File: src/rtl/enable_tick_gen_pkg.sv
// -----------------------------------------------------------------------------
// tick_gen_pkg
// Shared types for the enable_tick_gen block.
//   tick_state_t : control FSM state encoding.
//   TICK_IDLE    : stopped; divisor may be loaded.
//   TICK_RUN     : prescaler counting; tick pulses are emitted.
// -----------------------------------------------------------------------------
package tick_gen_pkg;

  typedef enum logic [0:0] {
    TICK_IDLE = 1'b0,
    TICK_RUN  = 1'b1
  } tick_state_t;

endpackage : tick_gen_pkg

File: src/rtl/enable_tick_gen_prescaler.sv
// -----------------------------------------------------------------------------
// tick_prescaler
// Prescale counter that runs 0..div_reg-1 and emits a one-cycle tick on the
// terminal count.
// Ports:
//   clk      in  1          rising-edge clock
//   reset_n  in  1          asynchronous active-low reset
//   clear    in  1          synchronous clear of the count (has priority)
//   run      in  1          count enable; also qualifies tick
//   div_reg  in  DIV_WIDTH  current divisor, always >= 1
//   tick     out 1          run && (count == div_reg-1)
// -----------------------------------------------------------------------------
module tick_prescaler #(
  parameter int DIV_WIDTH = 16
) (
  input  logic                 clk,
  input  logic                 reset_n,
  input  logic                 clear,
  input  logic                 run,
  input  logic [DIV_WIDTH-1:0] div_reg,
  output logic                 tick
);

  localparam logic [DIV_WIDTH-1:0] CNT_ONE  = DIV_WIDTH'(1);
  localparam logic [DIV_WIDTH-1:0] CNT_ZERO = {DIV_WIDTH{1'b0}};

  logic [DIV_WIDTH-1:0] pre_cnt_r;
  logic                 wrap_s;

  // div_reg is never 0, so div_reg-1 cannot underflow.
  assign wrap_s = (pre_cnt_r == (div_reg - CNT_ONE));
  assign tick   = run && wrap_s;

  // Prescale count: clear wins, wrap to zero on a tick, otherwise advance while running.
  always_ff @(posedge clk or negedge reset_n) begin
    if (!reset_n) begin
      pre_cnt_r <= CNT_ZERO;
    end else if (clear) begin
      pre_cnt_r <= CNT_ZERO;
    end else if (tick) begin
      pre_cnt_r <= CNT_ZERO;
    end else if (run) begin
      pre_cnt_r <= pre_cnt_r + CNT_ONE;
    end else begin
      pre_cnt_r <= pre_cnt_r;
    end
  end

endmodule : tick_prescaler

File: src/rtl/enable_tick_gen.sv
// -----------------------------------------------------------------------------
// enable_tick_gen
// Programmable tick generator: emits a one-cycle 'tick' every div_reg cycles
// while running, used as the enable of downstream modulo counters.
// Optional burst mode (fixed number of ticks per run) is built only when the
// macro ENABLE_TICK_GEN_BURST_EN is defined; otherwise every run is
// continuous and 'done' is tied low. The port list is the same either way.
// Ports:
//   clk        in  1            rising-edge clock
//   reset_n    in  1            asynchronous active-low reset
//   start      in  1            level; IDLE->RUN when high and stop low
//   stop       in  1            level; RUN->IDLE
//   div_valid  in  1            divisor load request
//   div_value  in  DIV_WIDTH    new divisor (0 is loaded as 1)
//   div_ready  out 1            load accepted only in IDLE
//   burst_len  in  BURST_WIDTH  ticks per run, 0 = continuous (latched at start)
//   tick       out 1            one-cycle enable pulse
//   running    out 1            high in RUN
//   done       out 1            registered pulse after the final burst tick
// -----------------------------------------------------------------------------
module enable_tick_gen
  import tick_gen_pkg::*;
#(
  parameter int DIV_WIDTH   = 16,
  parameter int DEFAULT_DIV = 50000,
  parameter int BURST_WIDTH = 8
) (
  input  logic                   clk,
  input  logic                   reset_n,
  input  logic                   start,
  input  logic                   stop,
  input  logic                   div_valid,
  input  logic [DIV_WIDTH-1:0]   div_value,
  output logic                   div_ready,
  input  logic [BURST_WIDTH-1:0] burst_len,
  output logic                   tick,
  output logic                   running,
  output logic                   done
);

  localparam logic [DIV_WIDTH-1:0] DIV_ONE   = DIV_WIDTH'(1);
  localparam logic [DIV_WIDTH-1:0] DIV_RESET = DIV_WIDTH'(DEFAULT_DIV);

  tick_state_t          state_r;
  tick_state_t          state_next_s;
  logic [DIV_WIDTH-1:0] div_reg_r;
  logic                 start_accept_s;
  logic                 div_load_s;
  logic                 clear_s;
  logic                 run_s;
  logic                 tick_s;
  logic                 burst_done_s;

  // A zero divisor would never reach its terminal count; load it as 1.
  function automatic logic [DIV_WIDTH-1:0] clamp_div(input logic [DIV_WIDTH-1:0] value);
    if (value == {DIV_WIDTH{1'b0}}) begin
      clamp_div = DIV_ONE;
    end else begin
      clamp_div = value;
    end
  endfunction

  assign run_s      = (state_r == TICK_RUN);
  assign div_ready  = (state_r == TICK_IDLE);
  assign running    = run_s;
  assign tick       = tick_s;
  assign div_load_s = div_valid && (state_r == TICK_IDLE);
  // Hold the prescaler at zero whenever the next cycle is IDLE, so a run
  // always starts from a clean count.
  assign clear_s    = (state_next_s == TICK_IDLE);

  // FSM state register.
  always_ff @(posedge clk or negedge reset_n) begin
    if (!reset_n) begin
      state_r <= TICK_IDLE;
    end else begin
      state_r <= state_next_s;
    end
  end

  // FSM next state: stop beats start in IDLE; stop or burst end leaves RUN.
  always_comb begin
    state_next_s   = state_r;
    start_accept_s = 1'b0;
    case (state_r)
      TICK_IDLE: begin
        if (start && !stop) begin
          state_next_s   = TICK_RUN;
          start_accept_s = 1'b1;
        end else begin
          state_next_s   = TICK_IDLE;
        end
      end
      TICK_RUN: begin
        if (stop || burst_done_s) begin
          state_next_s = TICK_IDLE;
        end else begin
          state_next_s = TICK_RUN;
        end
      end
      default: begin
        state_next_s = TICK_IDLE;
      end
    endcase
  end

  // Divisor register: loads only while IDLE, kept across runs.
  always_ff @(posedge clk or negedge reset_n) begin
    if (!reset_n) begin
      div_reg_r <= DIV_RESET;
    end else if (div_load_s) begin
      div_reg_r <= clamp_div(div_value);
    end else begin
      div_reg_r <= div_reg_r;
    end
  end

  tick_prescaler #(
    .DIV_WIDTH (DIV_WIDTH)
  ) u_prescaler (
    .clk     (clk),
    .reset_n (reset_n),
    .clear   (clear_s),
    .run     (run_s),
    .div_reg (div_reg_r),
    .tick    (tick_s)
  );

`ifdef ENABLE_TICK_GEN_BURST_EN
  localparam logic [BURST_WIDTH-1:0] BURST_ZERO = {BURST_WIDTH{1'b0}};
  localparam logic [BURST_WIDTH-1:0] BURST_ONE  = BURST_WIDTH'(1);
  localparam logic [BURST_WIDTH-1:0] BURST_MAX  = {BURST_WIDTH{1'b1}};

  logic [BURST_WIDTH-1:0] burst_cnt_r;
  logic [BURST_WIDTH-1:0] burst_len_r;
  logic                   done_r;

  // The final tick of a nonzero burst ends the run.
  assign burst_done_s = run_s && tick_s && (burst_len_r != BURST_ZERO) &&
                        (burst_cnt_r == (burst_len_r - BURST_ONE));

  // Burst length latch and tick counter; the counter saturates in continuous mode.
  always_ff @(posedge clk or negedge reset_n) begin
    if (!reset_n) begin
      burst_cnt_r <= BURST_ZERO;
      burst_len_r <= BURST_ZERO;
    end else if (start_accept_s) begin
      burst_cnt_r <= BURST_ZERO;
      burst_len_r <= burst_len;
    end else if (clear_s) begin
      burst_cnt_r <= BURST_ZERO;
      burst_len_r <= burst_len_r;
    end else if (tick_s && (burst_cnt_r != BURST_MAX)) begin
      burst_cnt_r <= burst_cnt_r + BURST_ONE;
      burst_len_r <= burst_len_r;
    end else begin
      burst_cnt_r <= burst_cnt_r;
      burst_len_r <= burst_len_r;
    end
  end

  // Completion pulse lands in the first IDLE cycle after the final tick.
  always_ff @(posedge clk or negedge reset_n) begin
    if (!reset_n) begin
      done_r <= 1'b0;
    end else begin
      done_r <= burst_done_s;
    end
  end

  assign done = done_r;
`else
  logic unused_burst_s;

  assign burst_done_s   = 1'b0;
  assign done           = 1'b0;
  assign unused_burst_s = ^{burst_len, start_accept_s};
`endif

endmodule : enable_tick_gen

File: config.mk
export PLATFORM = sky130hd
export DESIGN_NAME = enable_tick_gen
export DESIGN_NICKNAME = d
export VERILOG_FILES = /design/src/rtl/enable_tick_gen_pkg.sv /design/src/rtl/enable_tick_gen_prescaler.sv /design/src/rtl/enable_tick_gen.sv
export SDC_FILE = /design/constraint.sdc
export NUM_CORES = 1
export LEC_CHECK = 0
export CAP_MARGIN = 20
export CORE_MARGIN = 1
export CORE_UTILIZATION = 49
export DETAILED_ROUTE_END_ITERATION = 6
export PLACE_DENSITY_LB_ADDON = 0.3
export SYNTH_ARGS = -nofsm -noshare
export SYNTH_HDL_FRONTEND = slang
export SYNTH_SLANG_ARGS = --single-unit
File: constraint.sdc
create_clock -name clk -period 2.79 [get_ports clk]
set_input_delay 0.4185 -clock clk [delete_from_list [all_inputs] [get_ports clk]]
set_output_delay 0.4185 -clock clk [all_outputs]
set_load 0.03 [all_outputs]
; ---- Word level (Yosys, flattened, before mapping)
; Cells that the tools add are included.
[classes]
addsub = 2
mux = 7
n_reduce_logical = 5
eq_ne = 2
bitwise = 1
[op_table]
columns = op, count
row1 = 16-bit two-way mux, 4
row2 = "16-bit by 1-bit adder with 16-bit output, second input constant", 1
row3 = 16-bit == test, 1
row4 = 16-bit zero test, 1
row5 = "16-bit by 1-bit subtractor with 16-bit output, second input constant", 1
row6 = 1-bit logical AND, 3
row7 = "3-bit inequality test, second input constant", 1
row8 = 1-bit two-way mux, 2
row9 = 1-bit one-hot mux with 2 select lines, 1
row10 = 1-bit zero test, 1
row11 = 1-bit inverter, 1
[word_totals]
regBits = 33
in_bits = 29
wordCells = 20
output_inout_bits = 4

; ---- Depth between registers and ports, before layout
[depth]
word_depth = 5
mapped_depth = 11
depth_no_buf = 10

; ---- Hierarchy
; A second synthesis with hierarchy kept.
[hier_totals]
cells_unflattened = 216
hier_area_um2 = 2150.8
[by_module_without_submodules]
columns = module, n_inst, cells_each, seq_area_each_um2, area_each_um2
row1 = tick_prescaler, 1, 167, 400.4, 1398.8
row2 = enable_tick_gen, 1, 49, 432.9, 752.0

; ---- Worst setup path after synthesis
; No wires, ideal clock.
[synth_path]
kind = flip-flop to output port
startpoint = register div_reg_r[0]
endpoint = output tick
path_stages_with_launch = 9
t_arrival_ns = 2.183
setup_slack_ns = 0.189
n_path_buf = 0
t_required_ns = 2.372
path_cell_list = dfrtp_1 > inv_1 > ha_1 > nor2b_1 > nand2_1 > nor4_1 > a311oi_1 > a2111oi_4 > and4_1
[synth_between]
elab_chain_cells = 3
[synth_lines]
columns = item, line
row1 = "start, declared", enable_tick_gen.sv:46  ; logic [DIV_WIDTH-1:0] div_reg_r;
row2 = "start signal, assigned", enable_tick_gen.sv:112  ; div_reg_r <= clamp_div(div_value);
row3 = "start signal, assigned", enable_tick_gen.sv:114  ; div_reg_r <= div_reg_r;
row4 = 16-bit by 1-bit subtractor with 16-bit output, enable_tick_gen_prescaler.sv:31  ; assign wrap_s = (pre_cnt_r == (div_reg - CNT_ONE));
row5 = 16-bit == test, enable_tick_gen_prescaler.sv:31
row6 = 1-bit logical AND, enable_tick_gen_prescaler.sv:32  ; assign tick = run && wrap_s;
row7 = "end, declared", enable_tick_gen.sv:36  ; output logic tick,
; No other way between the ends.

; ---- Final worst setup path
; Same ends and word-level chain as after synthesis.

==> impl_metrics.toml <==
[sta]
rsz0062_at_grt = "true"
holdWs_ns = 0.5459
setup_viol = 1
clock.fmax_mhz = 351.8
period_share_pct = 101.9
worst_slack_ns = -0.05271
hold_violations = 0
finalClockSkew_ns = 0.01129
slew_viol_final = 0
fin_crit_ns = 2.843
tns_ns = -0.05271

[critical_path]
rr_endpoint = "u_prescaler.pre_cnt_r[7]"
reg2reg_setup_slack_ns = 0.19
crit_arrival_ns = 2.42
crit_fanout = 6
max_stage_delay_ns = 0.37
crit_path_top_delay_cell = "dfrtp_1"
r2r_start = "div_reg_r[0]"
worstPathCellList = "inv_1, ha_2, nor2b_4, or3_1, a31oi_1, nand4_1, a2111oi_4, and4_1, buf_6"
critPathKind = "flip-flop to output pin"
crit_path_end_kind = "output pin"
reg2reg_depth = 11
start_kind = "flip-flop"
cp.required_ns = 2.37

[pwr]
power_frac_seq_pct = 45.4
p_clk_share_pct = 30.9
p_int_uw = 903.3
power_switching_uw = 378.5
finalPower_uw = 1282
comb_power_share_pct = 23.7
p_leak_uw = 0.001114
ir_worst_vdd_mv = 0.2109
sw_frac_of_total_pct = 29.53
p_per_area_nw_per_um2 = 473.8

[placed_design]
dp.cells = 316
dp_hpwl_um = 3596
io_buffers = 23
placedInstanceArea_um2 = 2551
place.gp.congestion = 0.8562

[yosys]
yosysWarnings = 0
syn_avg_cell_area_um2 = 9.219
synth-simple-area-share_pct = 24.53
synth_edf_count = 0
synthAdderAreaFrac_pct = 1.136
syn_nets = 270
synthTopCellsByCount = "dfrtp_1 (27), nand2_1 (21), nor2_1 (15), o21ai_0 (15), xnor2_1 (14)"
async_flop_share_pct = 100.0
synth_flop_cell = "dfrtp_1"
synth_top_family_by_area = "simple AND/OR/NAND/NOR gates"
synthTopCellsByArea = "dfrtp_1 (31%), dfstp_2 (7.2%), mux2_2 (6.1%)"
yosysMostFrequentCell = "dfrtp_1"
synth_compound_area_share_pct = 17.49
ys_seq_area_share_pct = 37.82
synth_top_area_share_pct = 30.66
yosysTopAreaCell = "dfrtp_1"
synth_area_um2 = 2203
synthMuxAreaShare_pct = 7.041
ys_types = 51
synthCells = 239
ys_ff_latch = 33
synth-xor-area-share_pct = 7.950

[global_routing]
grt_usage_pct = 22.22
grt_pass1_vias = 1853
overflow = 0
antenna_found_initial = 0
grt_max_degree = 34
grt_pass1_wl_um = 8576

[hold_path]
hold_class = "primary input to asynchronous set/reset pin"

[clock_network]
clkLatencyLatePin_ns = 0.28
root_buffer = "clkbuf_8"
htree_num_levels = 2
numCtsBuffers = 5
cts_buffer_depth = 2
cts_tree = "built"
cts_sinks = 33
cts.reportedPaths.clkPinSlew_ns = 0.07

[detailed_routing]
drc = 0
wl_um = 5033
first_pass_iters = 5
drt_iter0_drc = 111
num_vias = 1927
routedWlPerCell_um = 15.44
post_drt_via_cell_ratio = 5.911
ant_nets = 0

[status]
violations = "negative setup slack"
status = "finished, violations left"

[layout]
nets = 304
final_area_um2 = 2705
fin_cells = 326
antenna_cells = 0
area_growth_pct = 22.77
drive_gt1_share_pct = 19.71

[floorplan]
fp.dieArea_um2 = 4769
io_pins = 33
rows = 24
die_x_um = 69.06
initial_core_util_pct = 50.95
dieHeight_um = 69.06
coreArea_um2 = 4324

[run]
cap_violations = 0
-- layout by cell type, fill, tap and decap left out, types with 3 or more instances in the layout --
cell type | Yosys | final
clkbuf_8 | 0 | 7
nand2b_1 | 6 | 6
or3_1 | 6 | 6
inv_1 | 8 | 8
nor3_1 | 11 | 11
a21o_1 | 7 | 7
nor4_1 | 7 | 5
xor2_1 | 6 | 6
clkdlybuf4s50_1 | 0 | 22
o21bai_1 | 3 | 3
nand2_1 | 21 | 21
xnor2_1 | 14 | 14
dfrtp_1 | 27 | 27
nor2b_1 | 4 | 3
nand3_1 | 8 | 8
mux2_2 | 12 | 12
nor2_1 | 15 | 15
dfstp_2 | 6 | 6
a211o_1 | 5 | 5
nand4_1 | 4 | 4
o21ai_0 | 15 | 13
a21oi_1 | 7 | 7
buf_4 | 1 | 13
-- worst max-delay path by stage --
| stage | slack [ns] | end | cells past startpoint | start |
|---|---|---|---|---|
| final | -0.05 | tick | 9 | div_reg_r[0] |
| after detailed placement | 0.03 | u_prescaler.pre_cnt_r[3] | 11 | div_reg_r[1] |
| after global routing | -0.17 | tick | 10 | div_reg_r[0] |
| after floorplan | 0.19 | tick | 8 | div_reg_r[0] |
| after global placement | 0.13 | u_prescaler.pre_cnt_r[7] | 11 | div_reg_r[0] |
| after CTS | -0.07 | tick | 10 | div_reg_r[1] |
-- layer usage --
metal  up-vias  part of all wire, %  GRT usage [%]
li1        943                    -              -
met1       934                   45          29.30
met2        42                   49          35.60
met3         8                  3.9          4.386
met4         0                  2.1          9.297
met5         -                    0              0
-- cell type report --
| cell class | instances | area [µm²] |
|---|---|---|
| Clock buffer | 7 | 96.34 |
| Clock inverter | 1 | 5.005 |
| Fill cell | 375 | 1619 |
| Inverter | 8 | 30.03 |
| Multi-Input combinational cell | 187 | 1315 |
| Sequential cell | 33 | 833.3 |
| Tap cell | 52 | 65.06 |
| Timing Repair Buffer | 38 | 360.3 |
-- state kept, by name, summed over array words and instances (netlist names) --
register,flops
u_prescaler.pre_cnt_r,16
running,1
div_reg_r,16
-- timing repair --
item / 4_1_cts / 5_1_grt
resized for setup: 7 / 5
buffers inserted: 2 / 0
hold buffers: 0 / 0
pin swaps: 4 / 1
setup endpoints to repair: 1 / 1
-- worst max-delay path, delay by kind of cell (launching register included) --
| family | cells | cell delay, ns |
|---|---|---|
| adder cells (fa/ha/maj) | 1 | 0.19 |
| AND/OR/NAND/NOR | 4 | 0.98 |
| buffers and inverters | 2 | 0.19 |
| flip-flops | 1 | 0.37 |
| AO/OA/AOI/OAI | 2 | 0.43 |
-- per-stage QoR --
stage | worst slack [ns] | util (%)
6_report | -0.05271 | 62.56
3_5_place_dp | 0.03416 | 59.00
2_1_floorplan | 0.1890 | -
5_1_grt | -0.1685 | 62.56
3_3_place_gp | 0.1323 | 59.00
4_1_cts | -0.07122 | 62.38
-- power groups by stage --
| stage | Clock, µW | Combinational [µW] | Sequential (µW) |
|---|---|---|---|
| final | 396 | 304 | 582 |
| after global routing | 426 | 330 | 588 |
| after CTS | 408 | 299 | 580 |
| after detailed placement | 0 | 285 | 585 |
| after global placement | 0 | 278 | 584 |
| after floorplan | 0 | 179 | 575 |
-- logic make-up (layout without fill, tap and decap cells) --
family / Yosys count / count (layout)
other: 1 / 1
XOR/XNOR: 20 / 20
multiplexers: 14 / 14
buffers and inverters: 19 / 54
flip-flops: 33 / 33
AND/OR/NAND/NOR: 97 / 97
AO/OA/AOI/OAI: 53 / 53
adder cells (fa/ha/maj): 2 / 2
Power figures use the tool's default switching activity.
